### src/rtl/rob_if.sv
// Shared ROB types and the allocation/CDB/commit/query bundle between the
// reorder buffer and its surrounding pipeline.
package rob_pkg;
  localparam int unsigned XLEN        = 32;
  localparam int unsigned ROB_TAG_LEN = 3;

  typedef struct packed {
    logic                   valid;
    logic [ROB_TAG_LEN-1:0] rob_tag;
    logic [XLEN-1:0]        value;
  } cdb_data_t;

  typedef struct packed {
    logic                   valid;
    logic                   wr_mem;
    logic [4:0]             dest_reg;
    logic [XLEN-1:0]        value;
    logic                   value_ready;
    logic [XLEN-1:0]        dest_addr;
    logic                   address_ready;
    logic [ROB_TAG_LEN-1:0] store_dep;
  } rob_entry_t;
endpackage

interface rob_if;
  import rob_pkg::*;

  logic                   alloc_enable;
  logic                   alloc_wr_mem;
  logic [XLEN-1:0]        alloc_value_in;
  logic                   alloc_value_in_valid;
  logic [ROB_TAG_LEN-1:0] alloc_store_dep;
  logic [4:0]             dest_reg;
  cdb_data_t              cdb_data;
  logic [ROB_TAG_LEN-1:0] read_rob_tag;
  logic [XLEN-1:0]        load_address;
  logic [ROB_TAG_LEN-1:0] load_rob_tag;

  logic                   full;
  logic [ROB_TAG_LEN-1:0] alloc_slot;
  logic [XLEN-1:0]        read_value;
  logic                   pending_stores;
  rob_entry_t             head_entry;
  logic                   head_ready;
  rob_entry_t             rob0;
  rob_entry_t             rob1;
  rob_entry_t             rob2;
  rob_entry_t             rob3;

  modport master (
    output alloc_enable, alloc_wr_mem, alloc_value_in, alloc_value_in_valid,
    output alloc_store_dep, dest_reg, cdb_data, read_rob_tag, load_address,
    output load_rob_tag,
    input  full, alloc_slot, read_value, pending_stores, head_entry, head_ready,
    input  rob0, rob1, rob2, rob3
  );

  modport slave (
    input  alloc_enable, alloc_wr_mem, alloc_value_in, alloc_value_in_valid,
    input  alloc_store_dep, dest_reg, cdb_data, read_rob_tag, load_address,
    input  load_rob_tag,
    output full, alloc_slot, read_value, pending_stores, head_entry, head_ready,
    output rob0, rob1, rob2, rob3
  );
endinterface

### src/rtl/rob.sv
// Reorder buffer: circular entry store with in-order auto-commit, CDB snooping,
// store-value forwarding and a load-vs-older-store address check.
module rob
  import rob_pkg::*;
#(
  parameter int unsigned ROB_SIZE = 8
) (
  input logic   clock,
  input logic   reset,
  rob_if.slave  bus
);

  localparam int unsigned PTR_W = $clog2(ROB_SIZE);
  localparam int unsigned CNT_W = PTR_W + 1;

  rob_entry_t       entries_q [ROB_SIZE];
  rob_entry_t       entries_d [ROB_SIZE];
  logic [PTR_W-1:0] head_q, head_d;
  logic [PTR_W-1:0] tail_q, tail_d;
  logic [CNT_W-1:0] count_q, count_d;

  cdb_data_t        cdb;
  rob_entry_t       head_e;
  rob_entry_t       new_entry;
  logic             full_c;
  logic             head_ready_c;
  logic             alloc_accept_c;
  logic [XLEN-1:0]  read_value_c;
  logic             pending_c;
  logic             scan_c;
  logic [PTR_W-1:0] scan_idx;

  assign cdb    = bus.cdb_data;
  assign head_e = entries_q[head_q];

  // Occupancy status and acceptance; a full ROB still accepts while the head retires.
  always_comb begin
    full_c         = (count_q == CNT_W'(ROB_SIZE));
    head_ready_c   = head_e.valid && head_e.value_ready &&
                     (!head_e.wr_mem || head_e.address_ready);
    alloc_accept_c = bus.alloc_enable && (!full_c || head_ready_c);
  end

  // Next state: CDB snoop first, then retire the head, then write the tail slot.
  always_comb begin
    entries_d = entries_q;
    head_d    = head_q;
    tail_d    = tail_q;
    count_d   = count_q;
    new_entry = '0;

    if (cdb.valid) begin
      for (int i = 0; i < int'(ROB_SIZE); i++) begin
        if (entries_q[i].valid) begin
          if (entries_q[i].wr_mem) begin
            if (cdb.rob_tag == ROB_TAG_LEN'(i)) begin
              entries_d[i].dest_addr     = cdb.value;
              entries_d[i].address_ready = 1'b1;
            end
            if (!entries_q[i].value_ready && entries_q[i].store_dep == cdb.rob_tag) begin
              entries_d[i].value       = cdb.value;
              entries_d[i].value_ready = 1'b1;
            end
          end else if (cdb.rob_tag == ROB_TAG_LEN'(i)) begin
            entries_d[i].value       = cdb.value;
            entries_d[i].value_ready = 1'b1;
          end
        end
      end
    end

    if (head_ready_c) begin
      entries_d[head_q].valid = 1'b0;
      head_d                  = head_q + PTR_W'(1);
    end

    if (alloc_accept_c) begin
      new_entry.valid     = 1'b1;
      new_entry.wr_mem    = bus.alloc_wr_mem;
      new_entry.dest_reg  = bus.dest_reg;
      new_entry.store_dep = bus.alloc_store_dep;
      if (bus.alloc_value_in_valid) begin
        new_entry.value       = bus.alloc_value_in;
        new_entry.value_ready = 1'b1;
      end else if (bus.alloc_wr_mem && cdb.valid && cdb.rob_tag == bus.alloc_store_dep) begin
        new_entry.value       = cdb.value;
        new_entry.value_ready = 1'b1;
      end
      entries_d[tail_q] = new_entry;
      tail_d            = tail_q + PTR_W'(1);
    end

    case ({alloc_accept_c, head_ready_c})
      2'b10:   count_d = count_q + CNT_W'(1);
      2'b01:   count_d = count_q - CNT_W'(1);
      default: count_d = count_q;
    endcase
  end

  // Read port and the older-store scan from head up to (not including) the load.
  always_comb begin
    read_value_c = '0;
    pending_c    = 1'b0;
    scan_c       = 1'b1;
    scan_idx     = '0;
    for (int i = 0; i < int'(ROB_SIZE); i++) begin
      if (bus.read_rob_tag == ROB_TAG_LEN'(i)) begin
        read_value_c = entries_q[i].value;
      end
    end
    for (int k = 0; k < int'(ROB_SIZE); k++) begin
      scan_idx = head_q + PTR_W'(k);
      if (ROB_TAG_LEN'(scan_idx) == bus.load_rob_tag) begin
        scan_c = 1'b0;
      end
      if (scan_c && entries_q[scan_idx].valid && entries_q[scan_idx].wr_mem &&
          entries_q[scan_idx].address_ready &&
          entries_q[scan_idx].dest_addr == bus.load_address) begin
        pending_c = 1'b1;
      end
    end
  end

  always_ff @(posedge clock) begin
    if (reset) begin
      head_q  <= '0;
      tail_q  <= '0;
      count_q <= '0;
      for (int i = 0; i < int'(ROB_SIZE); i++) begin
        entries_q[i] <= '0;
      end
    end else begin
      head_q    <= head_d;
      tail_q    <= tail_d;
      count_q   <= count_d;
      entries_q <= entries_d;
    end
  end

  assign bus.full           = full_c;
  assign bus.alloc_slot     = ROB_TAG_LEN'(tail_q);
  assign bus.read_value     = read_value_c;
  assign bus.pending_stores = pending_c;
  assign bus.head_entry     = head_e;
  assign bus.head_ready     = head_ready_c;
  assign bus.rob0           = entries_q[0];
  assign bus.rob1           = entries_q[1];
  assign bus.rob2           = entries_q[2];
  assign bus.rob3           = entries_q[3];

endmodule

### src/flat_wrapper.sv
// flat-port wrapper written by rule: the top's interface ports become plain ports
module rob_flat import rob_pkg::*;
#(
  parameter int unsigned ROB_SIZE = 8
)
  (clock, reset, bus_alloc_enable, bus_alloc_wr_mem, bus_alloc_value_in, bus_alloc_value_in_valid, bus_alloc_store_dep, bus_dest_reg, bus_cdb_data, bus_read_rob_tag, bus_load_address, bus_load_rob_tag, bus_full, bus_alloc_slot, bus_read_value, bus_pending_stores, bus_head_entry, bus_head_ready, bus_rob0, bus_rob1, bus_rob2, bus_rob3);
  rob_if bus_i ();
  input logic clock;
  input logic reset;
  input wire logic [$bits(bus_i.alloc_enable)-1:0] bus_alloc_enable;
  input wire logic [$bits(bus_i.alloc_wr_mem)-1:0] bus_alloc_wr_mem;
  input wire logic [$bits(bus_i.alloc_value_in)-1:0] bus_alloc_value_in;
  input wire logic [$bits(bus_i.alloc_value_in_valid)-1:0] bus_alloc_value_in_valid;
  input wire logic [$bits(bus_i.alloc_store_dep)-1:0] bus_alloc_store_dep;
  input wire logic [$bits(bus_i.dest_reg)-1:0] bus_dest_reg;
  input wire logic [$bits(bus_i.cdb_data)-1:0] bus_cdb_data;
  input wire logic [$bits(bus_i.read_rob_tag)-1:0] bus_read_rob_tag;
  input wire logic [$bits(bus_i.load_address)-1:0] bus_load_address;
  input wire logic [$bits(bus_i.load_rob_tag)-1:0] bus_load_rob_tag;
  output wire logic [$bits(bus_i.full)-1:0] bus_full;
  output wire logic [$bits(bus_i.alloc_slot)-1:0] bus_alloc_slot;
  output wire logic [$bits(bus_i.read_value)-1:0] bus_read_value;
  output wire logic [$bits(bus_i.pending_stores)-1:0] bus_pending_stores;
  output wire logic [$bits(bus_i.head_entry)-1:0] bus_head_entry;
  output wire logic [$bits(bus_i.head_ready)-1:0] bus_head_ready;
  output wire logic [$bits(bus_i.rob0)-1:0] bus_rob0;
  output wire logic [$bits(bus_i.rob1)-1:0] bus_rob1;
  output wire logic [$bits(bus_i.rob2)-1:0] bus_rob2;
  output wire logic [$bits(bus_i.rob3)-1:0] bus_rob3;
  assign bus_i.alloc_enable = bus_alloc_enable;
  assign bus_i.alloc_wr_mem = bus_alloc_wr_mem;
  assign bus_i.alloc_value_in = bus_alloc_value_in;
  assign bus_i.alloc_value_in_valid = bus_alloc_value_in_valid;
  assign bus_i.alloc_store_dep = bus_alloc_store_dep;
  assign bus_i.dest_reg = bus_dest_reg;
  assign bus_i.cdb_data = bus_cdb_data;
  assign bus_i.read_rob_tag = bus_read_rob_tag;
  assign bus_i.load_address = bus_load_address;
  assign bus_i.load_rob_tag = bus_load_rob_tag;
  assign bus_full = bus_i.full;
  assign bus_alloc_slot = bus_i.alloc_slot;
  assign bus_read_value = bus_i.read_value;
  assign bus_pending_stores = bus_i.pending_stores;
  assign bus_head_entry = bus_i.head_entry;
  assign bus_head_ready = bus_i.head_ready;
  assign bus_rob0 = bus_i.rob0;
  assign bus_rob1 = bus_i.rob1;
  assign bus_rob2 = bus_i.rob2;
  assign bus_rob3 = bus_i.rob3;
  rob #(.ROB_SIZE(ROB_SIZE)) u_core (.clock(clock), .reset(reset), .bus(bus_i));
endmodule
### config.mk
export PLATFORM = sky130hd
export DESIGN_NAME = rob_flat
export DESIGN_NICKNAME = d
export VERILOG_FILES = /design/src/rtl/rob_if.sv /design/src/rtl/rob.sv /design/src/flat_wrapper.sv
export SDC_FILE = /design/constraint.sdc
export NUM_CORES = 2
export LEC_CHECK = 0
export CAP_MARGIN = 20
export CELL_PAD_IN_SITES_DETAIL_PLACEMENT = 1
export CELL_PAD_IN_SITES_GLOBAL_PLACEMENT = 1
export CORE_AREA = 5 5 350 352
export DETAILED_ROUTE_END_ITERATION = 8
export DIE_AREA = 0 0 355 357
export PLACE_DENSITY = 0.89
export SYNTH_ARGS = -nofsm -noshare
export SYNTH_HDL_FRONTEND = slang
export SYNTH_SLANG_ARGS = --single-unit
### constraint.sdc
create_clock -name clock -period 5.6 [get_ports clock]
set_input_delay 1.12 -clock clock [delete_from_list [all_inputs] [get_ports clock]]
set_output_delay 1.12 -clock clock [all_outputs]
set_load 0.01 [all_outputs]
Word-level counts from Yosys, hierarchy flattened
Index checks and enable logic that the tools add are counted.
- register bits: 618
- input port bits: 119
- output and inout port bits: 418
- logic and storage cells: 317
- $add $sub $neg: 10
- $lt $le $gt $ge: 11
- equal/unequal tests: 42
- muxes and demuxes: 116
- bitwise gates (word level): 9
- reductions and logical operators: 62
- operators by type and width (operator ; number):
    76-bit binary-select mux with 3-bit select ; 8
    33-bit 2-to-1 mux ; 43
    76-bit 2-to-1 mux ; 18
    608-bit bitwise mux ; 2
    608-bit 2-to-1 mux ; 2
    66-bit 2-to-1 mux ; 16
    76-bit demux with 3-bit select ; 2
    32-bit equality test ; 8
    32-bit 2-to-1 mux ; 8
    3-bit equality test ; 17
    1-bit logical AND ; 47
    4-bit >= comparator (second input constant) ; 9
    3-bit NOT with 4-bit output ; 9
    3-bit equality test (second input constant) ; 8
    1-bit 2-to-1 mux ; 16
    3-bit adder (second input constant) ; 4
    3-bit by 2-bit equality test with 1-bit output (second input constant) ; 4
    1-bit logical NOT ; 10
    4-bit by 1-bit less-than comparator with 1-bit output (second input constant) ; 2
    4-bit case mux with 2 select lines ; 1
    3-bit by 1-bit adder with 3-bit output (second input constant) ; 2
    3-bit by 2-bit adder with 3-bit output (second input constant) ; 2
    3-bit by 1-bit equality test with 1-bit output (second input constant) ; 2
    3-bit logical NOT ; 2
    7 further kinds ; 8

Logic depth before layout (Yosys ltp)
- depth in word-level cells: 16
- depth in mapped cells: 21

Worst setup path after synthesis
Ideal clock, no wire load.
- path type: reg-to-output
- from: reg u_core.head_q[2]
- to: out bus_pending_stores
- arrival: 4.260 ns
- required time: 4.480 ns
- path slack: 0.220 ns
- stages on the path, launching flop included: 19
- buffers on the path: 9
- cells stage by stage: dfxtp_1 > buf_2 > clkinv_1 > buf_1 > buf_1 > buf_1 > ha_1 > buf_2 > buf_2 > buf_2 > buf_2 > buf_2 > mux4_2 > a211oi_1 > nand4_1 > nor4_1 > nand4_1 > o211a_1 > o2111ai_1
- longest elaborated chain between the ends: 16
- elaborated cells on any way between the ends: 103
- those cells by class: add/sub: 7; eq/ne: 16; mux: 40; bitwise: 8; reduce/logical: 32
- ends and longest elaborated chain (what ; RTL line ; source):
    start: declaration ; rob.sv:18 ; logic [PTR_W-1:0] head_q, head_d;
    start signal: assignment ; rob.sv:126 ; head_q <= '0;
    start signal: assignment ; rob.sv:133 ; head_q <= head_d;
    branches (longest 15 deep; another with 3-bit by 1-bit adder with 3-bit output) ; n/a ;
    1-bit 2-to-1 mux (*) ; rob.sv:116 ; if (scan_c && entries_q[scan_idx].valid && entries_q[scan_idx].wr_mem &&
    end: declaration ; flat_wrapper.sv:23 ; output wire logic [$bits(bus_i.pending_stores)-1:0] bus_pending_stores;
Mark *: on every way between the ends. The select of a mux whose other input is x is not followed.

Worst setup path in the final report
- from: reg u_core.head_q[1]
- to: out bus_pending_stores
The elaborated chain is that of the path after synthesis.

==> results.sh <==
export IMPL_clock_sinks=618
export IMPL_power_leakage_uw=0.0182
export IMPL_placed_cells=6769
export IMPL_final_common_cell="nand2_1"
export IMPL_endpoint_kind="output port"
export IMPL_fp_row_count=127
export IMPL_synth_edf_count=0
export IMPL_drtIter0Drc=6196
export IMPL_post_route_util=0.471
export IMPL_cts_buffer_depth=3
export IMPL_fmax_mhz=178
export IMPL_yosysWarnings=0
export IMPL_synth_top_area_cell="dfxtp_1"
export IMPL_crit_chain="buf_16 > buf_8 > mux4_2 > nor2_1 > a221oi_1 > xnor2_1 > nand4_1 > or4_1 > o211a_1 > o2111ai_2 > buf_2"
export IMPL_setup_ws_ps=-20.7
export IMPL_areaGrowthSynthToFinish_pct=18.5
export IMPL_grt_pass1_wl_um=344000
export IMPL_max_cap_violations=0
export IMPL_route_vias_total=46978
export IMPL_yosysSeqAreaShare=0.262
export IMPL_cp_num_cells=11
export IMPL_die_h_um=357
export IMPL_drt_antenna_violating_nets=0
export IMPL_path_clk_slew_ps=70
export IMPL_grt_max_degree=189
export IMPL_cts_root_buf="clkbuf_16"
export IMPL_slew_violations=0
export IMPL_final_cell_count_no_fill=6923
export IMPL_place_hpwl_um=172000
export IMPL_grt_busiest_layer="met2"
export IMPL_cts_hold_buf=0
export IMPL_place_gp_congestion=1.04
export IMPL_post_drt_wl_per_cell_um=34.6
export IMPL_met2_usage=0.588
export IMPL_met1_usage=0.456
export IMPL_die_area_um2=127000
export IMPL_antenna_found_initial=9
export IMPL_core_area_um2=119000
export IMPL_use_met3=0.0812
export IMPL_hold_slack_ps=462
export IMPL_h_tree_depth=3
export IMPL_drt_pass1_iterations=5
export IMPL_io_buffers=536
export IMPL_max_stage_delay_ps=550
export IMPL_avgSynthCellArea_um2=9.05
export IMPL_crit_family="compound AO/OA/AOI/OAI gates"
export IMPL_yosys_area_top_type_share=0.262
export IMPL_drt_vias_per_instance=6.79
export IMPL_async_flop_share=0
export IMPL_status="complete, but fails checks"
export IMPL_rr_worst_depth=12
export IMPL_power_density_nw_per_um2=214
export IMPL_worstHoldPathCells=2
export IMPL_min_path_type="register to register"
export IMPL_first_global_vias=48104
export IMPL_fillers=13192
export IMPL_fin_nets=5440
export IMPL_cts_buffers=73
export IMPL_path_buf_inv=3
export IMPL_cp_required_ps=4480
export IMPL_synth_seq_cells=618
export IMPL_fin_crit_sh=1.00
export IMPL_dp_slack_ps=-362
export IMPL_crit_path_max_fanout=84
export IMPL_critPathKind="register to output port"
export IMPL_initial_utilization=0.397
export IMPL_grt_ovfl_total=0
export IMPL_worst_pin_slew_ps=1250
export IMPL_synth_cells=5227
export IMPL_postSynthNetCount=5357
export IMPL_final_cell_mix="nand2_1 (918), dfxtp_1 (615), clkdlybuf4s50_1 (530)"
export IMPL_drive_gt1_frac=0.192
export IMPL_totalWireLength_um=240000
export IMPL_synth_cell_types=74
export IMPL_die_w_um=355
export IMPL_max_slew_margin=0.163
export IMPL_clk_latency_ps=660
export IMPL_cts_tree="built"
export IMPL_cp_start_kind="register"
export IMPL_critPathArrivalTime_ps=4500
export IMPL_finClkSkew_ps=33.4
export IMPL_synth_flop_cell="dfxtp_1"
export IMPL_layout_min_cycle_time_ps=5620
export IMPL_hold_violations=0
export IMPL_synth_area_leaders="dfxtp_1 (26%), mux4_2 (20%), mux2i_1 (11%)"
export IMPL_setup_viol=1
export IMPL_synthesis_area_um2=47300
export IMPL_drc_errors=0
export IMPL_io_pins=537
export IMPL_slowest_stage="a221oi_1"
export IMPL_vdd_ir_drop_max_mv=0.198
export IMPL_grt_use_total=0.362
export IMPL_violations="setup timing"
[registers in the layout, summed over array words and instances (netlist names)]
name / flops
u_core.bus.rob3: 76
u_core.bus.rob1: 76
u_core.bus.alloc_slot: 3
u_core.entries_q: 304
u_core.head_q: 3
u_core.bus.rob0: 76
u_core.bus.rob2: 76
u_core.count_q: 4
[where the power goes]
part | internal, uW | total [uW] | switching [uW]
clock | 3110 | 5250 | 2130
combinational | 847 | 2110 | 1260
sequential | 4480 | 4610 | 131
[cells in the mapped netlist, types with 8 or more instances]
library cell and instances:
nand4_1 38, mux2_2 49, buf_6 15, nor2b_1 19, a22oi_1 8, nor2_1 402, nor4_1 28, dfxtp_1 618
nand2b_1 13, nor3b_1 17, a211oi_1 240, buf_1 89, buf_4 333, nand3_1 46, inv_1 25, and3_1 21
buf_2 139, mux4_2 422, a211oi_2 32, o21ai_0 41, nor3_1 37, o211ai_1 21, or3_1 14, ha_1 10
nand2_1 919, a22o_1 23, a32oi_1 9, a21oi_1 399, xnor2_1 220, a221oi_1 10, a221o_1 8, a2111oi_0 11
mux2i_1 508, o221ai_1 14, clkbuf_1 260, a31oi_1 16, xor2_1 54
[layer usage]
| metal | wire length, um | part of all wire |
|---|---|---|
| met5 | 34 | 0.00014 |
| met4 | 14700 | 0.062 |
| met3 | 25400 | 0.11 |
| met2 | 110000 | 0.46 |
| met1 | 89800 | 0.37 |
[stage by stage]
| stage | instance area, um^2 | total power, uW | setup TNS, ps |
|---|---|---|---|
| finish | 56100 | 12000 | -20.7 |
| global route | 56000 | 12300 | -9.95 |
| CTS | 55900 | 11900 | 0 |
| detailed placement | 52900 | 6700 | -362 |
| global placement | 52900 | 6640 | -498 |
| floorplan | 47300 | 5830 | 0 |
[repair_timing]
item | in CTS | in global routing
resized for setup | 53 | 17
pin swaps | 3 | 2
endpoints found under the setup margin | 1 | 3
gates cloned | 2 | 1
setup buffers | 9 | 0
[cell families after synthesis]
family / count (synthesis) / share of synthesized area
xor+xnor: 275 / 0.0511
buf+inv: 871 / 0.102
fa+ha+maj: 11 / 0.00307
mux: 979 / 0.320
flops: 618 / 0.262
simple gates: 1587 / 0.139
compound gates: 886 / 0.123
[final cells by class]
class | count | area (um^2) | area share
diodes | 9 | 22.5 | 0.000402
clock buffers | 98 | 2130 | 0.0381
clock inverters | 33 | 458 | 0.00817
inverters | 35 | 135 | 0.00241
multi-input cells | 3738 | 30600 | 0.546
flip-flops and latches | 618 | 12400 | 0.221
well taps | 1548 | 1940 | 0.0346
repair buffers | 844 | 8370 | 0.149
[worst paths after layout]
check	startpoint	endpoint	slack, ps
setup / recovery	u_core.head_q[1]	bus_pending_stores	-20
hold / removal	u_core.entries_q[148]	u_core.entries_q[148]	460
setup reg to reg	u_core.head_q[1]	u_core.bus.rob3[23]	750
hold reg to reg	u_core.entries_q[148]	u_core.entries_q[148]	460
[worst reg2reg max path, stage by stage (launching register included)]
cell and delay [ps]:
dfxtp_4 400, buf_4 700, buf_6 650, mux4_2 430, mux2i_1 220, o211a_1 220, o21ai_1 80, buf_4 190
nor2_1 360, nand3_4 430, nand2b_1 240, buf_4 550, a21oi_1 210
No activity file was read; power rests on OpenSTA's default activity.
